File: src/rtl/mips_pkg.sv
// Shared constants for the MIPS31 multiply/divide unit: op codes, FSM state
// encodings, the divide-by-zero LO value and a magnitude helper.
// Latency: n/a (declarations only). Backpressure: n/a.
package mips_pkg;

    typedef logic [1:0] md_op_t;

    localparam md_op_t MD_MULT  = 2'b00;
    localparam md_op_t MD_MULTU = 2'b01;
    localparam md_op_t MD_DIV   = 2'b10;
    localparam md_op_t MD_DIVU  = 2'b11;

    localparam logic [1:0] MD_IDLE = 2'd0;
    localparam logic [1:0] MD_CALC = 2'd1;
    localparam logic [1:0] MD_DONE = 2'd2;

    localparam logic [31:0] MD_DIV0_LO = 32'hFFFF_FFFF;

    // Magnitude of a two's-complement value when the op is signed.
    // 32'h8000_0000 maps to itself, which the unsigned datapath reads as 2^31.
    function automatic logic [31:0] md_abs(input logic [31:0] v, input logic is_signed);
        return (is_signed && v[31]) ? (~v + 32'd1) : v;
    endfunction

endpackage

File: src/rtl/md_iter_core.sv
// Unsigned 64-bit iterative datapath: shift-add multiply or restoring divide.
// Latency: one bit per step_i; 32 steps give a full result.
// Backpressure: none; the owner sequences load_i/step_i.
//
// Ports: clk, rst (sync, active-high); load_i captures a_i (low half of the
// accumulator), b_i (multiplicand/divisor) and div_i; step_i advances one
// iteration; acc_o is the current accumulator, acc_step_o the value the next
// step will produce. Multiply: acc = product. Divide: acc = {remainder, quotient}.
module md_iter_core
    import mips_pkg::*;
(
    input  logic        clk,
    input  logic        rst,
    input  logic        load_i,
    input  logic        step_i,
    input  logic        div_i,
    input  logic [31:0] a_i,
    input  logic [31:0] b_i,
    output logic [63:0] acc_o,
    output logic [63:0] acc_step_o
);

    logic [63:0] acc_q;
    logic [31:0] opnd_q;
    logic        div_q;

    logic [32:0] mul_sum;
    logic [63:0] mul_nxt;
    logic [32:0] div_rem;
    logic [33:0] div_diff;
    logic [63:0] div_nxt;

    always_comb begin
        // Multiply: add multiplicand into the upper half when the current
        // multiplier bit (acc[0]) is set, then shift the whole thing right.
        mul_sum = {1'b0, acc_q[63:32]} + (acc_q[0] ? {1'b0, opnd_q} : 33'd0);
        mul_nxt = {mul_sum, acc_q[31:1]};

        // Divide: shift the partial remainder left pulling in the next
        // dividend bit; subtract the divisor if it fits (no borrow).
        div_rem  = acc_q[63:31];
        div_diff = {1'b0, div_rem} - {2'b00, opnd_q};
        if (div_diff[33]) begin
            div_nxt = {div_rem[31:0], acc_q[30:0], 1'b0};
        end else begin
            div_nxt = {div_diff[31:0], acc_q[30:0], 1'b1};
        end

        acc_step_o = div_q ? div_nxt : mul_nxt;
    end

    always_ff @(posedge clk) begin
        if (rst) begin
            acc_q  <= 64'd0;
            opnd_q <= 32'd0;
            div_q  <= 1'b0;
        end else if (load_i) begin
            acc_q  <= {32'd0, a_i};
            opnd_q <= b_i;
            div_q  <= div_i;
        end else if (step_i) begin
            acc_q  <= acc_step_o;
        end
    end

    assign acc_o = acc_q;

endmodule

File: src/rtl/hilo_md_unit.sv
// HI/LO owner with 32-cycle iterative MULT/MULTU/DIV/DIVU and MTHI/MTLO writes.
// Latency: result in HI/LO 32 cycles after the start edge; done pulses 1 cycle.
// Backpressure: busy stalls the pipeline; start and HI/LO writes during CALC are dropped.
//
// Ports: clk, rst (sync, active-high); start/op/a/b request an operation;
// hi_we/lo_we/wdata are MTHI/MTLO; busy = CALC, done = DONE; hi/lo are the
// architectural registers feeding the writeback mux.
module hilo_md_unit
    import mips_pkg::*;
(
    input  logic        clk,
    input  logic        rst,
    input  logic        start,
    input  logic [1:0]  op,
    input  logic [31:0] a,
    input  logic [31:0] b,
    input  logic        hi_we,
    input  logic        lo_we,
    input  logic [31:0] wdata,
    output logic        busy,
    output logic        done,
    output logic [31:0] hi,
    output logic [31:0] lo
);

    logic [1:0]  state_q, state_d;
    logic [4:0]  cnt_q, cnt_d;
    md_op_t      op_q;
    logic        neg_q;     // result (product / quotient) must be negated
    logic        sa_q;      // signed op with negative dividend: remainder negated
    logic        div0_q;
    logic [31:0] hi_q, lo_q;

    logic        accept;
    logic        finish;
    logic        in_signed;
    logic        is_div;
    logic [63:0] acc, acc_step;
    logic [63:0] prod;
    logic [31:0] quo, rem;
    logic [31:0] res_hi, res_lo;

    assign in_signed = (op == MD_MULT) || (op == MD_DIV);
    assign accept    = start && (state_q != MD_CALC);
    assign finish    = (state_q == MD_CALC) && (cnt_q == 5'd31);
    assign is_div    = (op_q == MD_DIV) || (op_q == MD_DIVU);

    md_iter_core u_core (
        .clk        (clk),
        .rst        (rst),
        .load_i     (accept),
        .step_i     (state_q == MD_CALC),
        .div_i      (op[1]),
        .a_i        (md_abs(a, in_signed)),
        .b_i        (md_abs(b, in_signed)),
        .acc_o      (acc),
        .acc_step_o (acc_step)
    );

    // Sign correction on the final step's value so HI/LO load on the same
    // edge that enters DONE. Divide-by-zero needs only a LO override: the
    // restoring loop leaves |a| as the remainder and sa_q restores a's sign.
    always_comb begin
        prod = neg_q ? (~acc_step + 64'd1) : acc_step;
        quo  = acc_step[31:0];
        rem  = acc_step[63:32];
        if (is_div) begin
            res_lo = div0_q ? MD_DIV0_LO : (neg_q ? (~quo + 32'd1) : quo);
            res_hi = sa_q ? (~rem + 32'd1) : rem;
        end else begin
            res_lo = prod[31:0];
            res_hi = prod[63:32];
        end
    end

    always_comb begin
        state_d = state_q;
        cnt_d   = cnt_q;
        case (state_q)
            MD_IDLE, MD_DONE: begin
                cnt_d   = 5'd0;
                state_d = start ? MD_CALC : MD_IDLE;
            end
            MD_CALC: begin
                cnt_d   = cnt_q + 5'd1;
                state_d = finish ? MD_DONE : MD_CALC;
            end
            default: begin
                cnt_d   = 5'd0;
                state_d = MD_IDLE;
            end
        endcase
    end

    always_ff @(posedge clk) begin
        if (rst) begin
            state_q <= MD_IDLE;
            cnt_q   <= 5'd0;
            op_q    <= MD_MULT;
            neg_q   <= 1'b0;
            sa_q    <= 1'b0;
            div0_q  <= 1'b0;
            hi_q    <= 32'd0;
            lo_q    <= 32'd0;
        end else begin
            state_q <= state_d;
            cnt_q   <= cnt_d;
            if (accept) begin
                op_q   <= op;
                neg_q  <= in_signed && (a[31] ^ b[31]);
                sa_q   <= in_signed && a[31];
                div0_q <= (b == 32'd0);
            end
            if (finish) begin
                hi_q <= res_hi;
                lo_q <= res_lo;
            end else if (state_q != MD_CALC) begin
                if (hi_we) hi_q <= wdata;
                if (lo_we) lo_q <= wdata;
            end
        end
    end

    assign busy = (state_q == MD_CALC);
    assign done = (state_q == MD_DONE);
    assign hi   = hi_q;
    assign lo   = lo_q;

endmodule
File: config.mk
export PLATFORM = sky130hd
export DESIGN_NAME = hilo_md_unit
export DESIGN_NICKNAME = d
export VERILOG_FILES = /design/src/rtl/mips_pkg.sv /design/src/rtl/md_iter_core.sv /design/src/rtl/hilo_md_unit.sv
export SDC_FILE = /design/constraint.sdc
export NUM_CORES = 1
export LEC_CHECK = 0
export ABC_CLOCK_PERIOD_IN_PS = 7000
export CAP_MARGIN = 0
export CORE_MARGIN = 1
export CORE_UTILIZATION = 27
export DETAILED_ROUTE_END_ITERATION = 10
export SLEW_MARGIN = 10
export SYNTH_ARGS = -nofsm -noshare
export SYNTH_HDL_FRONTEND = slang
export SYNTH_SLANG_ARGS = --single-unit
File: constraint.sdc
create_clock -name clk -period 7 [get_ports clk]
set_clock_uncertainty 0.1 [all_clocks]
set_input_delay 1.05 -clock clk [delete_from_list [all_inputs] [get_ports clk]]
set_output_delay 1.05 -clock clk [all_outputs]
set_load 0.01 [all_outputs]
==> results.cfg <==
[run_status]
status = finished clean

[global_routing]
overflow = 0
grt_pass1_vias = 15800
grt_pass1_wl_mm = 92.5
grt_start_max_net_pins = 68
antenna_found_initial = 1
grt.total_usage = 0.210

[power_and_ir_drop]
clockPowerShare = 0.317
sw_frac_of_total = 0.384
leakagePower_nw = 6.61
internal_power_mw = 2.09
power.share.combinational = 0.355
power_frac_seq = 0.328
switchingPower_mw = 1.30
power_mw = 3.39
power_density_nw_per_um2 = 188
peakVddDrop_uv = 205

[worst_setup_path]
worst_ep_required_time_ns = 7.26
path_class = register to register
cp_max_fo = 15
arrival_ns = 5.93
cp-start-kind = register
crit_buf_inv = 1
slowest_stage = o221a_2
cp-end-kind = register
max_stage_delay_ns = 0.54
cp_top_family = compound AO/OA/AOI/OAI gates
crit_chain = ha_1, o211ai_1, a21oi_1, o2111ai_1, o221a_2, a31o_2, ha_1, o21ai_1, nor4_1, nand2b_1, or2_1, o21ai_2, inv_1, o21ai_1, nand2_1, o41ai_1, xor2_1, o22ai_1

[synthesis]
synth_area_um2 = 15100
synthCells = 2068
synth_edf_count = 0
yosysSeqAreaShare = 0.227
yosysWarnings = 0
avgSynthCellArea_um2 = 7.29
synth_top_flop_cell = dfxtp_1
async_flop_share = 0
syn-num-nets = 2243
synth_seq_cells = 171
synth.distinct_cells = 101

[floorplan]
fp.dieH_um = 238
fp.dieArea_um2 = 56800
start_util = 0.274
coreArea_um2 = 55100
rows = 86
io_pins = 169
die_x_um = 238

[detailed_routing]
dr.pass1.iters = 7
viasPerCell = 5.51
dr.max_layer_used = met5
drc_errors = 0
routed_wl_mm = 60.2
wl_met1_mm = 25.4
ant_nets = 0
drtIter0Drc = 1279
vias = 16100
wl_met2_mm = 29.6
wl_met3_mm = 2.65
drt-wirelength-per-cell_um = 20.6

[finish]
num_antenna_cells = 0
layout_common_cells = 240 x nor2_1, 218 x nand2_1, 214 x a21oi_1, 170 x dfxtp_1, 166 x clkdlybuf4s50_1
drive_gt1_frac = 0.0636
nFillCells = 5940
final_common_cell = nor2_1
area_growth_pct = 19.7
fin_nets = 2333

[timing]
period_share = 0.810
worst_slew_pin_slew_ns = 1.15
max_freq_ghz = 0.176
finalCriticalPeriod_ns = 5.67
finalSetupViolations = 0
relSlewSlack = 0.226
drv_slew = 0
setup_tns_ns = 0
hold_viol = 0
worst_slack_ns = 1.33
rsz0062_at_grt = no

[placed_design]
place_ws_ns = 1.42
io_buffers = 168
dp_hpwl_mm = 46.8
place_congestion = 0.913

[clocking]
cts.hold.buffers_added = 0
clk_latency_ns = 0.48
cts_inserted_buffers = 17
cts_sinks = 171
cts_max_path_buffers = 2
ctsResizeCount = 0
cts-htree-levels = 4
post-cts-setup-buffers = 0
root_buffer = clkbuf_16
cts_tree = yes
clk_pin_slew_worst_paths_ns = 0.07

[flow_run]
drv_cap = 0

[hold_path]
hold_class = register to register
## worst min-delay path, delay by kind of cell (launching register included)
family	cells	cell delay, ns
flops	1	0.31
simple gates	1	0.05
compound gates	1	0.05
## registers in the layout (all words and copies together), names as in the netlist
name and cells:
cnt_q 5, sa_q 1, u_core.acc_o 64, state_q 2, hi 32, u_core.opnd_q 32, lo 32, u_core.div_q 1
div0_q 1, neg_q 1
## routing by layer
metal,vias to the layer above,track usage
met4,2,0.0956
met1,7714,0.259
met2,494,0.366
met5,-,0
met3,126,0.0241
li1,7755,-
## cell usage after synthesis (all sizes together), types with 48 or more instances
library cell	n	area [um2]
nor2	241	907
nand2	220	831
a21oi	219	1110
dfxtp	171	3420
clkbuf	104	390
o21ai	99	503
a211oi	82	626
xnor2	80	701
xor2	79	692
ha	70	876
inv	68	255
nand3	48	245
## worst paths after layout
path,from,to,slack [ns],depth (start not counted)
worst max register to register,u_core.acc_o[33],hi[22],1.33,18
worst max-delay path,u_core.acc_o[33],hi[22],1.33,18
worst min-delay path,lo[21],lo[21],0.35,2
worst min register to register,lo[21],lo[21],0.35,2
## power groups by stage
stage	clock network (mW)	logic [mW]	registers [mW]
finish	1.07	1.20	1.11
global route	1.12	1.31	1.12
CTS	1.08	1.19	1.11
detailed placement	0	1.18	1.13
global placement	0	1.18	1.13
floorplan	0	0.774	1.11
## through the flow
step	util	hold slack (ns)	instance area (um2)	cells
after floorplan	-	0.332	15100	2068
after global placement	0.316	0.340	17400	2887
after detailed placement	0.316	0.346	17400	2887
after CTS	0.328	0.355	18000	2919
after global routing	0.328	0.371	18000	2919
final	0.328	0.355	18000	2919
## area by class of cell
type	instances	area [um2]	share of cell area
Clock buffer	19	453	0.0251
Clock inverter	13	178	0.00985
Inverter	69	259	0.0144
Multi-Input combinational cell	1700	10900	0.603
Sequential cell	171	3430	0.190
Tap cell	748	936	0.0519
Timing Repair Buffer	199	1910	0.106
## cells by family after synthesis
group / share of synthesized area
buffers and inverters: 0.0511
AOI/OAI and AO/OA: 0.293
and+or+nand+nor: 0.245
adders and majority gates: 0.0608
DFF: 0.227
xor gates and xnor gates: 0.0924
muxes: 0.0301
(Power assumes the default switching activity.)
